[src/rtl/fetch_stage.sv]
// fetch_stage: instruction fetch front end.
//   Issues one word-aligned fetch at a time on a valid/ready request port and
//   delivers the returned word to the execute stage (X). A one-entry skid
//   register absorbs a response that arrives while X is stalled. Redirects
//   from X (branch/jump target or reset vector) drop or kill in-flight work.
// Ports:
//   clk, rst                      clock, asynchronous active-high reset
//   PC_sel[1:0]                   0/3 sequential, 1 alu_target, 2 RESET_PC
//   NOP                           turn the instruction on instr_X into a bubble
//   alu_target[size-1:0]          redirect target from X
//   stall                         X not accepting a new instruction
//   imem_req_valid/addr/ready     fetch request handshake
//   imem_resp_valid/data          fetch response
//   instr_X, pc_X, instr_valid_X  instruction presented to X
module fetch_stage #(
  parameter int          size      = 32,
  parameter logic [31:0] RESET_PC  = 32'h0000_2000,
  parameter logic [31:0] INSTR_NOP = 32'h0000_0013
) (
  input  logic            clk,
  input  logic            rst,
  input  logic [1:0]      PC_sel,
  input  logic            NOP,
  input  logic [size-1:0] alu_target,
  input  logic            stall,
  output logic            imem_req_valid,
  output logic [size-1:0] imem_req_addr,
  input  logic            imem_req_ready,
  input  logic            imem_resp_valid,
  input  logic [size-1:0] imem_resp_data,
  output logic [size-1:0] instr_X,
  output logic [size-1:0] pc_X,
  output logic            instr_valid_X
);

  typedef enum logic [1:0] {
    S_REQ  = 2'd0,
    S_WAIT = 2'd1,
    S_HELD = 2'd2
  } state_t;

  state_t          state_q, state_d;
  logic [size-1:0] pc_f_q, pc_f_d;
  logic [size-1:0] pc_req_q, pc_req_d;
  logic            kill_q, kill_d;
  logic [size-1:0] skid_instr_q, skid_instr_d;
  logic [size-1:0] skid_pc_q, skid_pc_d;
  logic [size-1:0] instr_x_q, instr_x_d;
  logic [size-1:0] pc_x_q, pc_x_d;
  logic            instr_valid_x_q, instr_valid_x_d;

  logic            redirect;
  logic [size-1:0] redirect_pc;

  assign redirect    = (PC_sel == 2'd1) || (PC_sel == 2'd2);
  assign redirect_pc = (PC_sel == 2'd1) ? {alu_target[size-1:2], 2'b00}
                                        : RESET_PC[size-1:0];

  // A request is withheld in a redirect cycle so that a request for the stale
  // PC can never be accepted; this keeps the single-outstanding rule intact.
  assign imem_req_valid = (state_q == S_REQ) && !redirect;
  assign imem_req_addr  = pc_f_q;

  assign instr_X       = instr_x_q;
  assign pc_X          = pc_x_q;
  assign instr_valid_X = instr_valid_x_q;

  always_comb begin
    state_d         = state_q;
    pc_f_d          = pc_f_q;
    pc_req_d        = pc_req_q;
    kill_d          = kill_q;
    skid_instr_d    = skid_instr_q;
    skid_pc_d       = skid_pc_q;
    instr_x_d       = instr_x_q;
    pc_x_d          = pc_x_q;
    instr_valid_x_d = instr_valid_x_q;

    unique case (state_q)
      S_REQ: begin
        if (redirect) begin
          pc_f_d = redirect_pc;
        end else if (imem_req_ready) begin
          pc_req_d = pc_f_q;
          state_d  = S_WAIT;
        end
      end
      S_WAIT: begin
        if (redirect) begin
          pc_f_d = redirect_pc;
          if (imem_resp_valid) begin
            // The response arriving with the redirect is simply dropped.
            kill_d  = 1'b0;
            state_d = S_REQ;
          end else begin
            kill_d = 1'b1;
          end
        end else if (imem_resp_valid) begin
          if (kill_q) begin
            kill_d  = 1'b0;
            state_d = S_REQ;
          end else if (stall) begin
            skid_instr_d = imem_resp_data;
            skid_pc_d    = pc_req_q;
            state_d      = S_HELD;
          end else begin
            instr_x_d       = imem_resp_data;
            pc_x_d          = pc_req_q;
            instr_valid_x_d = 1'b1;
            pc_f_d          = pc_req_q + size'(4);
            state_d         = S_REQ;
          end
        end
      end
      S_HELD: begin
        if (redirect) begin
          pc_f_d  = redirect_pc;
          state_d = S_REQ;
        end else if (!stall) begin
          instr_x_d       = skid_instr_q;
          pc_x_d          = skid_pc_q;
          instr_valid_x_d = 1'b1;
          pc_f_d          = skid_pc_q + size'(4);
          state_d         = S_REQ;
        end
      end
      default: begin
        state_d = S_REQ;
      end
    endcase

    // A kill from X wins over any delivery in the same cycle.
    if (NOP) begin
      instr_x_d       = INSTR_NOP[size-1:0];
      instr_valid_x_d = 1'b0;
    end
  end

  always_ff @(posedge clk or posedge rst) begin
    if (rst) begin
      state_q         <= S_REQ;
      pc_f_q          <= RESET_PC[size-1:0];
      pc_req_q        <= RESET_PC[size-1:0];
      kill_q          <= 1'b0;
      skid_instr_q    <= '0;
      skid_pc_q       <= '0;
      instr_x_q       <= INSTR_NOP[size-1:0];
      pc_x_q          <= RESET_PC[size-1:0];
      instr_valid_x_q <= 1'b0;
    end else begin
      state_q         <= state_d;
      pc_f_q          <= pc_f_d;
      pc_req_q        <= pc_req_d;
      kill_q          <= kill_d;
      skid_instr_q    <= skid_instr_d;
      skid_pc_q       <= skid_pc_d;
      instr_x_q       <= instr_x_d;
      pc_x_q          <= pc_x_d;
      instr_valid_x_q <= instr_valid_x_d;
    end
  end

endmodule

[config.mk]
export PLATFORM = sky130hd
export DESIGN_NAME = fetch_stage
export DESIGN_NICKNAME = d
export VERILOG_FILES = /design/src/rtl/fetch_stage.sv
export SDC_FILE = /design/constraint.sdc
export NUM_CORES = 1
export LEC_CHECK = 0
export ABC_AREA = 1
export BUFFER_PORTS_ARGS = -buffer_cell sky130_fd_sc_hd__buf_4
export CORE_MARGIN = 2
export CORE_UTILIZATION = 40
export DETAILED_ROUTE_END_ITERATION = 8
export GPL_ROUTABILITY_DRIVEN = 0
export PLACE_DENSITY = 0.63
export SLEW_MARGIN = 0
export SYNTH_ARGS = -nofsm -noshare
export SYNTH_HDL_FRONTEND = slang
export SYNTH_SLANG_ARGS = --single-unit
[constraint.sdc]
create_clock -name clk -period 8.2 [get_ports clk]
set_clock_uncertainty 0.1 [all_clocks]
set_input_delay 0.82 -clock clk [delete_from_list [all_inputs] [get_ports clk]]
set_output_delay 0.82 -clock clk [all_outputs]
set_load 0.01 [all_outputs]
### After elaboration in Yosys (flattened, before gate mapping)

Index checks and enable logic that the tools add are counted.
Widths: inputs -> output; s select.

| word-level totals | value |
|---|---|
| bits in registers | 196 |
| bits of input ports | 72 |

| cells by class | value |
|---|---|
| add/sub/neg operators | 2 |
| eq/ne operators | 23 |
| muxes and demuxes | 44 |
| bitwise operators | 2 |
| reductions and logical operators | 16 |

Operators by type and width:

| operator | number |
|---|---|
| $mux 32 | 21 |
| $pmux 32 s2 | 2 |
| $pmux 32 s3 | 1 |
| $add 32x3->32 const B | 2 |
| $ne 3x3->1 const B | 10 |
| $mux 2 | 9 |
| $ne 2x2->1 const B | 9 |
| $reduce_and 7->1 | 2 |
| $reduce_and 5->1 | 2 |
| $mux 1 | 9 |
| $pmux 2 s3 | 1 |
| $reduce_and 6->1 | 1 |
| $reduce_bool 3->1 | 2 |
| $eq 2x1->1 const B | 2 |
| $eq 2x2->1 const B | 2 |
| $reduce_and 4->1 | 1 |
| $reduce_bool 2->1 | 2 |
| $reduce_and 3->1 | 1 |
| $logic_not 2->1 | 1 |
| $not 1->1 | 2 |
| $pmux 1 s2 | 1 |
| $reduce_and 2->1 | 1 |
| $logic_and 1x1->1 | 1 |
| $logic_not 1->1 | 1 |
| $logic_or 1x1->1 | 1 |

### Depth between registers and ports, before layout

| depth | value |
|---|---|
| depth in word-level cells | 6 |
| gate-level depth with buffers | 14 |
| depth with buffers taken out | 12 |

### Least setup slack after synthesis

Ideal clock, no wire load.

| timing path | value |
|---|---|
| path kind | input to register |
| from | in PC_sel[1] |
| to | reg pc_f_q[20] (netlist: imem_req_addr[20]) |
| setup time | 0.113 ns |
| data arrival time | 2.109 ns |
| required time | 7.987 ns |
| slack | 5.878 ns |
| stages | 13 |
| path buffers | 2 |
| path through | inv_1 > ha_1 > buf_6 > nand2_1 > nand2_1 > a31oi_4 > o21ai_4 > inv_2 > buf_6 > nand2_1 > nand3b_1 > nand2_1 > inv_1 |

| on the way | value |
|---|---|
| longest elaborated chain between the ends | 4 |

Ends and longest elaborated chain:

| element | line | source |
|---|---|---|
| start: declaration | 22 | `input logic [1:0] PC_sel,` |
| $eq 2x1->1 / $eq 2x2->1 (equally long branches) | 55, 56 |  |
| $logic_or 1x1->1 / $mux 32 (equally long branches) | 55, 56 |  |
| $ne 3x3->1 (no line) (tied with other cells) | n/a |  |
| $reduce_and 6->1 (no line) / $pmux 32 s3 (equally long branches) | n/a |  |
| end signal: assignment | 142 | `pc_f_q <= RESET_PC[size-1:0];` |
| end signal: assignment | 152 | `pc_f_q <= pc_f_d;` |
| end: declaration | 43 | `logic [size-1:0] pc_f_q, pc_f_d;` |

Several ways; a longest one is shown, not always the timed one. The select of a mux whose other input is x is not followed.
A chain may end at the register's enable or synchronous reset.

### Worst setup path after layout

| timing path | value |
|---|---|
| from | reg state_q[1] |
| to | reg instr_x_q[9] (netlist: instr_X[9]) |

| on the way | value |
|---|---|
| longest elaborated chain between the ends | 3 |

Ends and longest elaborated chain:

| element | line | source |
|---|---|---|
| start: declaration | 42 | `state_t state_q, state_d;` |
| start signal: assignment | 151 | `state_q <= state_d;` |
| $eq 2x1->1 / $eq 2x2->1 (equally long branches) | 79 | `unique case (state_q)` |
| $ne 3x3->1 (no line) (tied with other cells) | n/a |  |
| $reduce_and 7->1 (no line) / $mux 32 (equally long branches) | n/a |  |
| end signal: assignment | 147 | `instr_x_q <= INSTR_NOP[size-1:0];` |
| end signal: assignment | 157 | `instr_x_q <= instr_x_d;` |
| end: declaration | 48 | `logic [size-1:0] instr_x_q, instr_x_d;` |

Several ways; a longest one is shown, not always the timed one.

==> impl_metrics.ini <==
[run_status]
status = complete, but fails checks
violations = design-rule violations

[cts]
cts_tree = built
cts_num_sinks = 196
ctsHoldBuffers = 0
root_buffer = clkbuf_16
cts_max_level = 4
cts_made_buffers = 17
clk_latency_ns = 0.45
postCtsSetupRepairBufs = 0
clk_path_buf_depth = 2
clk_pin_slew_ns = 0.08
post_cts_resized = 0

[worst_setup_path]
path_buf_inv = 4
crit_path_start = state_q[1]$_DFFE_PP0P_
crit_type = reg -> reg
critPathArrivalTime_ns = 3.70
max_stage_delay_ns = 0.62
start_kind = flop
crit_chain = inv_1 -> ha_1 -> inv_2 -> nand2_2 -> nand4_4 -> buf_4 -> nand2_4 -> inv_2 -> nand2_1 -> o31ai_1
end_kind = flop
critPathRequiredTime_ns = 8.46
rr_startpoint = state_q[1]$_DFFE_PP0P_
path_delay_family = buffers and inverters
crit_path_max_fanout = 72
cp_common_cell = inv_2
cpMaxStageDelayCell = inv_2

[logic_synthesis]
ys_types = 42
syn_inst = 1449
avgSynthCellArea_um2 = 7.38
async_reset_ff_share_pct = 100
synth_nets = 1528
syn_area_um2 = 10700
synth-edff-count = 0
synthFlopType = dfrtp_1
seq_area_frac_synth_pct = 46.0
ys_ff_latch = 196
yosys_warnings = 0

[global_routing]
gr-total-overflow = 0
antenna_found_initial = 0
grt_max_degree = 135
grt_usage_pct = 21.7
grt_pass1_vias = 9099
grt_pass1_wl_um = 48700

[die]
ios = 170
initial_core_util_pct = 40.9
die_area_um2 = 28000
rows = 59
die_h_um = 167
core_area_um2 = 26100
dieWidth_um = 167

[drt]
drt_iter0_markers = 1149
route.final.wire_length_um = 30100
vias_per_cell = 5.05
ant_nets = 0
drc = 15
num_vias = 9710
drtPass1Iterations = 7
wl_per_cell_um = 15.7

[timing]
drv_slew = 0
finalHoldViolCount = 0
slew_headroom_pct = 21.0
setup_viol = 0
finalSetupTns_ns = 0
min_period_ns = 3.44
fin_crit_sh_pct = 42.0
rsz0062_at_grt = false
fmax_mhz = 291
tightest_slew_ns = 1.19

[placement]
place_hpwl_um = 21300
placed_cell_area_um2 = 12100
io_buffers = 167

[pwr]
ir_drop_mv = 0.144
total_power_mw = 4.33
pwr_density_cell_nw_per_um2 = 341
leakagePower_nw = 6.20

[layout]
nets = 1652
syn2layout_area_growth_pct = 19.0
final_layout_size_suffix_gt1_share_pct = 17.1
final_cell_area_um2 = 12700
antennaDiodeCount = 0

[min_path]
hold_path_startpoint = skid_instr_q[7]$_DFFE_PP0P_
hp-class = reg -> reg

[run]
cap_violations = 0
[placed cells by master (no fill, tap or decap), types with 2 or more instances in the layout]
cell type  count
nand3b_1       2
a21oi_1       36
clkinv_8       4
o21ai_0      184
nand2_2       11
nand2_4        4
o221ai_1       2
nor2_2        14
inv_2          8
clkbuf_16     17
xor2_1         2
inv_12         3
inv_8          4
a21boi_2       2
ha_1           6
o31ai_1       12
nand3_1       94
nor2_1        87
o21ai_4        2
a22oi_1        3
a31oi_1        3
dfrtp_1      190
inv_1        174
a21boi_1       5
nand2_1      442
nor2_4        10
dfstp_2        6
o211ai_1      21
nand4_1       13
and2_1         2
o21ai_1       34
inv_6          4
buf_4        173
[cell usage after synthesis (6+ instances only)]
cell / instances / share of area (%)
nor2_4: 10 / 1.1
clkbuf_1: 38 / 1.3
nand2_2: 11 / 0.64
dfstp_2: 6 / 1.5
nand3_1: 94 / 4.4
o31ai_1: 12 / 0.84
nor2_2: 14 / 0.82
nand4_1: 13 / 0.76
ha_1: 7 / 0.82
nand2_1: 443 / 16
inv_1: 175 / 6.1
dfrtp_1: 190 / 44
buf_2: 15 / 0.70
o211ai_1: 21 / 1.5
o21ai_1: 34 / 1.6
inv_2: 8 / 0.28
o21ai_0: 184 / 8.6
a21oi_1: 36 / 1.7
nor2_1: 87 / 3.1
buf_1: 6 / 0.21
[per-stage QoR]
stage	setup slack [ns]	std cells	utilization, %	hold slack [ns]
2_1_floorplan	1.95	1449	-	0.348
5_1_grt	4.37	1921	48.7	0.408
4_1_cts	4.72	1921	48.7	0.391
3_5_place_dp	4.70	1889	46.3	0.370
6_report	4.76	1921	48.7	0.382
3_3_place_gp	4.76	1889	46.3	0.363
[state kept, by name (all words and copies together), names as in the netlist]
| name | count |
|---|---|
| imem_req_addr | 32 |
| instr_X | 32 |
| instr_valid_X | 1 |
| kill_q | 1 |
| pc_X | 32 |
| pc_req_q | 32 |
| skid_instr_q | 32 |
| skid_pc_q | 32 |
| state_q | 2 |
[path summary, 6_finish.rpt]
kind                       depth (start not counted)                            to  slack [ns]
max in group asynchronous                          3     skid_pc_q[22]$_DFFE_PP0P_        6.11
max                                               10        instr_X[9]$_DFFE_PP0P_        4.76
min                                                2   skid_instr_q[7]$_DFFE_PP0P_        0.38
min reg2reg                                        2   skid_instr_q[7]$_DFFE_PP0P_        0.38
min in group asynchronous                          2  skid_instr_q[17]$_DFFE_PP0P_        0.48
max reg2reg                                       10        instr_X[9]$_DFFE_PP0P_        4.76
[power breakdown]
| part | switching [mW] | internal, mW | leakage, nW |
|---|---|---|---|
| clock | 0.452 | 0.422 | 0.299 |
| sequential | 0.384 | 1.37 | 2.50 |
| combinational | 1.06 | 0.644 | 3.40 |
[cell type report]
type                    count  area [µm²]
multi-input cells        1002        4780
inverters                 183         694
well taps                 335         419
fillers                  2601       13400
flip-flops and latches    196        4910
clock buffers              17         425
clock inverters            15         191
repair buffers            173        1300
[cells by family (layout without fill, tap and decap cells)]
group,count (synthesis),after routing,share of synthesized area [%]
XOR/XNOR,3,3,0.246
AO/OA/AOI/OAI,308,308,16.0
AND/OR/NAND/NOR,683,683,27.4
buffers and inverters,251,388,9.45
multiplexers,1,1,0.105
flip-flops,196,196,46.0
adder cells (fa/ha/maj),7,7,0.819
[worst register-to-register path, stage by stage (launching register included)]
cell,delay (ns)
dfrtp_1,0.38
inv_1,0.08
ha_1,0.51
inv_2,0.34
nand2_2,0.16
nand4_4,0.12
buf_4,0.56
nand2_4,0.24
inv_2,0.62
nand2_1,0.14
o31ai_1,0.10
[per-layer routing]
layer | vias up | track usage [%] | wire [µm]
li1 | 4897 | - | -
met1 | 4467 | 34.5 | 15400
met2 | 325 | 31.5 | 12400
met3 | 21 | 2.46 | 1950
met4 | 0 | 5.26 | 370
met5 | - | 0 | 0
Power figures use the tool's default switching activity.
